--- src/rtl/fetch_sequencer.sv ---
// -----------------------------------------------------------------------------
// fetch_sequencer
//
// Owns the program counter of the MIPS core and sequences instruction fetch.
// A four-state FSM supports free-run, single-step from a board button, and one
// hardware breakpoint. Each instruction passes FETCH (memory request until
// imem_ready) and EXEC (one-cycle commit pulse, next-PC update).
//
// Parameters
//   RESET_PC     PC value loaded on reset.
//
// Ports
//   clk          system clock, rising edge.
//   reset        asynchronous, active-low reset.
//   run_mode     1 = free-run, 0 = single-step.
//   step         synchronized, debounced button level (rising edge used).
//   resume       single-cycle pulse that leaves HALT.
//   bp_enable    breakpoint enable.
//   bp_addr      breakpoint PC.
//   imem_req     fetch request.
//   imem_addr    fetch address (always equals pc).
//   imem_ready   read data valid this cycle.
//   imem_rdata   instruction word from memory.
//   branch_off   sign-extended branch word offset.
//   branch_c     00 none, 01 BEQ, 10 BNE, 11 never taken.
//   zero         ALU zero flag.
//   jump         J-type jump.
//   instr        latched current instruction.
//   instr_valid  commit pulse, high for the single EXEC cycle.
//   pc           current PC.
//   state        WAIT=0, FETCH=1, EXEC=2, HALT=3.
//   halted       state == HALT.
// -----------------------------------------------------------------------------
module fetch_sequencer #(
    parameter logic [31:0] RESET_PC = 32'h0000_0000
) (
    input  logic        clk,
    input  logic        reset,
    input  logic        run_mode,
    input  logic        step,
    input  logic        resume,
    input  logic        bp_enable,
    input  logic [31:0] bp_addr,
    output logic        imem_req,
    output logic [31:0] imem_addr,
    input  logic        imem_ready,
    input  logic [31:0] imem_rdata,
    input  logic [31:0] branch_off,
    input  logic [1:0]  branch_c,
    input  logic        zero,
    input  logic        jump,
    output logic [31:0] instr,
    output logic        instr_valid,
    output logic [31:0] pc,
    output logic [1:0]  state,
    output logic        halted
);

    typedef enum logic [1:0] {
        st_wait  = 2'd0,
        st_fetch = 2'd1,
        st_exec  = 2'd2,
        st_halt  = 2'd3
    } state_t;

    state_t      state_q, state_d;
    logic [31:0] pc_q;
    logic [31:0] instr_q;
    logic        bp_skip_q;
    logic        step_q;

    logic        step_rise;
    logic        bp_hit;
    logic        fetch_done;
    logic        br_taken;
    logic [31:0] pc4;
    logic [31:0] next_pc;

    // step_q follows the button every cycle, so an edge seen outside WAIT is
    // consumed there and never replayed later.
    assign step_rise = step & ~step_q;

    // bp_skip lets the breakpointed instruction through exactly once after
    // resume; EXEC clears it so a later return to bp_addr halts again.
    assign bp_hit     = bp_enable && (pc_q == bp_addr) && !bp_skip_q;
    assign fetch_done = imem_req && imem_ready;

    assign pc4      = pc_q + 32'd4;
    assign br_taken = ((branch_c == 2'b01) && zero) || ((branch_c == 2'b10) && !zero);

    always_comb begin
        if (jump)
            next_pc = {pc4[31:28], instr_q[25:0], 2'b00};
        else if (br_taken)
            next_pc = pc4 + (branch_off << 2);
        else
            next_pc = pc4;
    end

    // State register.
    // NOTE: sequential state uses non-blocking assignments so every register
    // samples the pre-edge values of the others, independent of block order.
    always_ff @(posedge clk or negedge reset) begin
        if (!reset)
            state_q <= st_wait;
        else
            state_q <= state_d;
    end

    // Next-state logic.
    // NOTE: state_d gets a default before the case so no path leaves it
    // unassigned, which would otherwise infer a latch.
    always_comb begin
        state_d = state_q;
        case (state_q)
            st_wait:  if (run_mode || step_rise) state_d = st_fetch;
            st_fetch: begin
                if (bp_hit)
                    state_d = st_halt;
                else if (imem_ready)
                    state_d = st_exec;
            end
            st_exec:  state_d = run_mode ? st_fetch : st_wait;
            st_halt:  if (resume) state_d = st_fetch;
            default:  state_d = st_wait;
        endcase
    end

    // Outputs decoded from the current state; the request is suppressed in
    // the cycle a breakpoint is detected.
    always_comb begin
        imem_req    = (state_q == st_fetch) && !bp_hit;
        instr_valid = (state_q == st_exec);
        halted      = (state_q == st_halt);
    end

    // Datapath registers: PC moves only on the edge that ends EXEC, so
    // imem_addr is stable for the whole FETCH.
    // NOTE: every register here is a small flop with a defined reset value;
    // reset forces them asynchronously, aborting any in-flight instruction.
    always_ff @(posedge clk or negedge reset) begin
        if (!reset) begin
            pc_q      <= RESET_PC;
            instr_q   <= 32'd0;
            bp_skip_q <= 1'b0;
            step_q    <= 1'b0;
        end else begin
            step_q <= step;
            if (fetch_done)
                instr_q <= imem_rdata;
            if (state_q == st_exec) begin
                pc_q      <= next_pc;
                bp_skip_q <= 1'b0;
            end else if ((state_q == st_halt) && resume) begin
                bp_skip_q <= 1'b1;
            end
        end
    end

    assign imem_addr = pc_q;
    assign pc        = pc_q;
    assign instr     = instr_q;
    assign state     = state_q;

endmodule
--- config.mk ---
export PLATFORM = sky130hd
export DESIGN_NAME = fetch_sequencer
export DESIGN_NICKNAME = d
export VERILOG_FILES = /design/src/rtl/fetch_sequencer.sv
export SDC_FILE = /design/constraint.sdc
export NUM_CORES = 1
export LEC_CHECK = 0
export CAP_MARGIN = 20
export CORE_ASPECT_RATIO = 1.4
export CORE_UTILIZATION = 42
export DETAILED_ROUTE_END_ITERATION = 10
export GPL_ROUTABILITY_DRIVEN = 1
export PLACE_DENSITY = 0.89
export SETUP_SLACK_MARGIN = 0.4
export SLEW_MARGIN = 20
export SYNTH_ARGS = -nofsm -noshare
export SYNTH_HDL_FRONTEND = slang
export SYNTH_SLANG_ARGS = --single-unit
--- constraint.sdc ---
create_clock -name clk -period 3.8 [get_ports clk]
set_input_delay 1.14 -clock clk [delete_from_list [all_inputs] [get_ports clk]]
set_output_delay 1.14 -clock clk [all_outputs]
set_load 0.005 [all_outputs]
==> impl_metrics.tcl, run 1 <==
set metrics [dict create \
    status "finished with violations" \
    violations "setup timing" \
    grt_max_degree 37 \
    die_w_um 101.5 \
    clk_latency_ps 350 \
    clk_pin_slew_worst_paths_ps 60 \
    port_buffers 201 \
    finalSetupViolations 2 \
    synth-async-reset-ratio_pct 100.0 \
    drtAntennaViolNets 0 \
    yosys_warnings 0 \
    drt-initial-drc-count 707 \
    ys_types 65 \
    fp.dieH_um 141.3 \
    worstPathCellList "and3_4, and4_4, and3_4, and3_4, xor2_4, ha_1, a21o_1, a21oi_1, o21a_2, a2bb2oi_4, a21oi_4, buf_6, o31ai_4, mux2i_1, xnor2_1, nand2_1, xnor2_1" \
    yosysSeqAreaShare_pct 28.36 \
    core_um2 13450 \
    wl_per_cell_um 22.79 \
    drive_gt1_share_pct 33.33 \
    relSlewSlack_pct 47.78 \
    peakVddDrop_uv 557.5 \
    setup_ws_ps -46.97 \
    max-clock-path-buffers 2 \
    dieArea_um2 14350 \
    avgSynthCellArea_um2 8.798 \
    cellPowerDensity_nw_per_um2 822.5 \
    preCtsSetupSlack_ps -710.2 \
    numPlacedInstances 1064 \
    crit_type "reg -> reg" \
    cts_buffers 9 \
    syn2layout_area_growth_pct 69.13 \
    place.gp.congestion 0.9518 \
    critPathTopFamily "compound AO/OA/AOI/OAI gates" \
    wl_mm 25.62 \
    cap_violations 0 \
    overflow 0 \
    hpwl_mm 15.77 \
    ys_ff_latch 66 \
    grt_first_pass_wirelength_mm 33.72 \
    tns_ps -60.17 \
    timing.hold.ws_ps 495.2 \
    drc_errors 0 \
    fp-row-count 50 \
    fin_crit_ps 3847 \
    post-route-period-util_pct 101.2 \
    grtUsageTotal_pct 31.01 \
    grt_pass1_vias 6577 \
    synthFlopType "dfrtp_1" \
    worstHoldPathType "reg -> reg" \
    fillCellCount 867 \
    antenna_found_initial 0 \
    critPathCaptureType "register" \
    cpPeakStageDelay_ps 390 \
    syn_area_um2 5824 \
    crit_path_frequent_cell "and3_4" \
    p_leak_nw 4.214 \
    cp.arrival_ps 4070 \
    hold_viol 0 \
    start_util_pct 43.30 \
    vias_per_cell 6.110 \
    rsz0062_at_grt "yes" \
    crit_path_max_fanout 4 \
    tritoncts "yes" \
    dr.pass1.iters 8 \
    critPathLaunchType "register" \
    synth_edf_count 0 \
    worst_path_max_delay_cell "dfrtp_1" \
    clock_skew_ps 10.55 \
    cp.required_ps 4030 \
    antennaDiodeCount 0 \
    cts.sinks 66 \
    cts_root_buffer "clkbuf_16" \
    drv_slew 0 \
    num_vias 6868 \
    final_nets 1087 \
    fmax_mhz 259.9 \
    fin_cells 1124 \
    cp_num_buf_inv 1 \
    cts.htree.levels 3 \
    ios 208 \
    netlist_instances 662 \
    worst_pin_slew_ps 782.4 \
]
## cell type report
type	count	area, um^2	area share (%)
clock buffer	9	225.2	2.286
clock inverter	6	35.03	0.3556
inverter	21	78.83	0.8002
multi-input combinational	518	4666	47.36
sequential	66	1659	16.84
tap	182	227.7	2.312
timing repair buffer	322	2959	30.04
## registers in the layout, indices dropped and copies added (netlist names)
register	count
step_q	1
instr	32
bp_skip_q	1
imem_addr	30
state	2
## metal layers
metal,track usage [%],vias up,share of wire [%],wire length [um]
li1,-,2871,-,-
met1,34.90,3269,33,8489
met2,53.73,534,50,12870
met3,5.025,194,9.0,2310
met4,19.45,0,7.6,1942
met5,0,-,0,0
## synthesized netlist by cell type, types with 4 or more instances
master	instances	area, um^2
nor3_1	6	30.03
mux2_2	32	360.4
nor4_1	6	37.54
and4_1	4	35.03
nand4_1	11	68.82
and3_1	6	37.54
or3_1	5	31.28
a211oi_1	5	37.54
inv_1	21	78.83
mux2_1	4	45.04
xor2_1	40	350.3
mux2i_1	9	90.09
xnor2_1	37	324.1
a31oi_1	6	37.54
a21oi_1	45	225.2
a21o_1	17	127.6
dfrtp_1	66	1652
ha_1	41	513.0
nand2b_1	11	68.82
nand2_1	54	202.7
o21bai_1	4	30.03
o22ai_1	7	43.79
buf_4	38	285.3
a221o_1	4	40.04
and2_1	6	37.54
nor2_1	41	153.9
o211ai_1	8	60.06
clkbuf_1	16	60.06
o21ai_0	34	170.2
nand3_1	26	130.1
## worst paths after layout
path,startpoint,end,slack (ps),cells after the start
max in group asynchronous,reset,imem_addr[30]$_DFFE_PN0P_,2250,2
min in group asynchronous,reset,instr[9]$_DFFE_PN0P_,870,1
max,imem_addr[6]$_DFFE_PN0P_,imem_addr[31]$_DFFE_PN0P_,-50,17
min,instr[30]$_DFFE_PN0P_,instr[30]$_DFFE_PN0P_,500,1
min reg2reg,instr[30]$_DFFE_PN0P_,instr[30]$_DFFE_PN0P_,500,1
max reg2reg,imem_addr[6]$_DFFE_PN0P_,imem_addr[31]$_DFFE_PN0P_,-50,17
## stage by stage
step	total power [mW]	cell area (um^2)	utilization [%]
floorplan	3.842	5863	-
detailed placement	5.844	8308	61.77
global route	8.463	9851	73.24
finish	8.102	9851	73.24
global placement	5.761	8308	61.77
CTS	7.095	9099	67.65
## placed cells by master, fill, tap and decap left out, types with 5 or more instances in the layout
master and count:
a21o_1 17, a21oi_1 27, a21oi_2 16, a31oi_1 5
and3_4 5, buf_2 5, buf_4 112, buf_6 9
clkbuf_16 9, clkdlybuf4s50_1 173, dfrtp_1 60, dfrtp_2 6
dlygate4sd2_1 9, ha_1 23, ha_4 17, inv_1 21
mux2_2 31, mux2i_1 9, nand2_1 50, nand2b_1 11
nand3_1 17, nand3_2 5, nand3_4 5, nand4_1 11
nor2_1 36, o211ai_1 8, o21ai_0 24, o21ai_1 9
o22ai_1 6, or3_1 5, xnor2_1 24, xnor2_2 10
xor2_1 25, xor2_2 11
## kinds of logic (layout without fill, tap and decap cells)
logic type | after synthesis | after routing | synth area share [%]
fa+ha+maj | 42 | 42 | 9.151
xor+xnor | 78 | 78 | 11.86
compound gates | 157 | 157 | 17.42
mux | 45 | 45 | 8.507
flops | 66 | 66 | 28.36
buf+inv | 81 | 358 | 7.948
simple gates | 192 | 192 | 16.69
other cells | 1 | 4 | 0.06439
## what timing repair did
| action | 4_1_cts | 5_1_grt |
|---|---|---|
| pin swaps | 47 | 65 |
| setup buffers | 23 | 22 |
| hold buffers | 0 | 0 |
| setup endpoints to repair | 51 | 20 |
| gates resized for setup | 122 | 108 |
## report_power, final
| group | leakage, nW | internal (mW) | switching, mW |
|---|---|---|---|
| clock network | 0.127 | 0.433 | 0.338 |
| registers | 0.781 | 1.05 | 0.448 |
| logic | 3.31 | 3.11 | 2.72 |
Note: power is estimated with default switching activity, not from simulation.
==> run 2, diff against run 1 <==
--- a/config.mk
+++ b/config.mk
@@ -12,6 +12,7 @@
 export GPL_ROUTABILITY_DRIVEN = 1
 export PLACE_DENSITY = 0.89
 export SETUP_SLACK_MARGIN = 0.4
+export SKIP_CTS_REPAIR_TIMING = 1
 export SLEW_MARGIN = 20
 export SYNTH_ARGS = -nofsm -noshare
 export SYNTH_HDL_FRONTEND = slang
==> impl_metrics.tcl, run 2 (synthesis gave the netlist of run 1 again) <==
set metrics [dict create \
    die_w_um 101.5 \
    cp_num_buf_inv 0 \
    clock_skew_ps 8.566 \
    final_nets 1060 \
    status "complete, no violations" \
    max-clock-path-buffers 2 \
    hold_viol 0 \
    grt_first_pass_wirelength_mm 31.04 \
    final_cell_mix "clkdlybuf4s50_1 (174), buf_4 (90), dfrtp_1 (61)" \
    critPathTopFamily "compound AO/OA/AOI/OAI gates" \
    core_um2 13450 \
    regArea_um2 1658 \
    drv_slew 0 \
    critPathCaptureType "register" \
    cts.htree.levels 3 \
    cp.arrival_ps 3980 \
    overflow 0 \
    preCtsSetupSlack_ps -710.2 \
    final_common_cell "clkdlybuf4s50_1" \
    drc_errors 0 \
    tns_ps 0 \
    fin_crit_ps 3753 \
    drt-initial-drc-count 479 \
    cellPowerDensity_nw_per_um2 793.5 \
    dr.pass1.iters 7 \
    fmax_mhz 266.5 \
    timing.hold.ws_ps 495.3 \
    grt_pass1_vias 6068 \
    crit_path_max_fanout 3 \
    worst_pin_slew_ps 751.9 \
    crit_type "reg -> reg" \
    port_buffers 201 \
    ios 208 \
    hpwl_mm 15.77 \
    worst_path_max_delay_cell "or3_1" \
    drive_gt1_share_pct 28.96 \
    finalSetupViolations 0 \
    cp.depth 15 \
    fp.dieH_um 141.3 \
    wl_per_cell_um 20.89 \
    cts.sinks 66 \
    cap_violations 0 \
    worstHoldPathType "reg -> reg" \
    drtAntennaViolNets 0 \
    power_mw 7.546 \
    min_path_cells 1 \
    worstRegToRegCells 15 \
    cp.required_ps 4020 \
    p_leak_nw 4.175 \
    largest_reg_flops 32 \
    worstPathCellList "and3_4, and2_4, and3_4, nand3_2, xnor2_2, ha_1, a221o_1, a31oi_1, o21a_2, a2bb2oi_4, a21oi_4, or3_1, xnor2_1, a21oi_1, a221o_1" \
    antennaDiodeCount 0 \
    fillCellCount 909 \
    antenna_found_initial 0 \
    num_vias 6386 \
    start_util_pct 43.30 \
    setup_ws_ps 47.14 \
    critPathLaunchType "register" \
    wl_mm 22.91 \
    relSlewSlack_pct 49.82 \
    vias_per_cell 5.821 \
    fin_cells 1097 \
    clk_pin_slew_worst_paths_ps 60 \
    cts_buffers 9 \
    dieArea_um2 14350 \
    multi_input_area_um2 4514 \
    peakVddDrop_uv 497.6 \
    numPlacedInstances 1064 \
    clk_latency_ps 340 \
    cpPeakStageDelay_ps 380 \
    fin_util_pct 70.71 \
    stdcell_area_um2 9510 \
    rsz0062_at_grt "yes" \
    place_area_um2 8308 \
    grtUsageTotal_pct 28.53 \
    tritoncts "yes" \
    post-route-period-util_pct 98.76 \
    fp-row-count 50 \
    syn2layout_area_growth_pct 63.29 \
    grt_max_degree 37 \
    cts_root_buffer "clkbuf_16" \
    place.gp.congestion 0.9518 \
]
==> run 2: path summary, 6_finish.rpt <==
check / from / to / slack, ps
min in group asynchronous: reset / instr[9]$_DFFE_PN0P_ / 860
setup reg to reg: imem_addr[6]$_DFFE_PN0P_ / imem_addr[27]$_DFFE_PN0P_ / 50
max in group asynchronous: reset / imem_addr[16]$_DFFE_PN0P_ / 2260
hold / removal: instr[30]$_DFFE_PN0P_ / instr[30]$_DFFE_PN0P_ / 500
hold reg to reg: instr[30]$_DFFE_PN0P_ / instr[30]$_DFFE_PN0P_ / 500
setup / recovery: imem_addr[6]$_DFFE_PN0P_ / imem_addr[27]$_DFFE_PN0P_ / 50
==> run 2: worst register-to-register path, cell delays in order (launching register included) <==
cell and delay [ps]:
dfrtp_1 370, and3_4 210, and2_4 170, and3_4 220, nand3_2 110, xnor2_2 200
ha_1 350, a221o_1 340, a31oi_1 180, o21a_2 210, a2bb2oi_4 190, a21oi_4 100
or3_1 390, xnor2_1 180, a21oi_1 110, a221o_1 330
==> run 2: area by class of cell <==
| class | count | area share (%) |
|---|---|---|
| Multi-Input combinational cell | 518 | 47.47 |
| Timing Repair Buffer | 295 | 29.14 |
| Sequential cell | 66 | 17.43 |
| Tap cell | 182 | 2.394 |
| Clock buffer | 9 | 2.368 |
| Inverter | 21 | 0.8288 |
| Clock inverter | 6 | 0.3684 |
==> run 2: report_power, final <==
group,leakage [nW],internal [mW],switching (mW)
Sequential,0.782,1.05,0.437
Clock,0.127,0.433,0.334
Combinational,3.27,2.83,2.46
==> run 2: per-layer routing <==
| layer | share of wire (%) | vias up | wire length [um] | global-route usage, % |
|---|---|---|---|---|
| li1 | - | 2817 | - | - |
| met1 | 35 | 3016 | 7971 | 33.03 |
| met2 | 50 | 422 | 11470 | 50.60 |
| met3 | 8.3 | 131 | 1913 | 4.236 |
| met4 | 6.8 | 0 | 1559 | 13.73 |
| met5 | 0 | - | 0 | 0 |
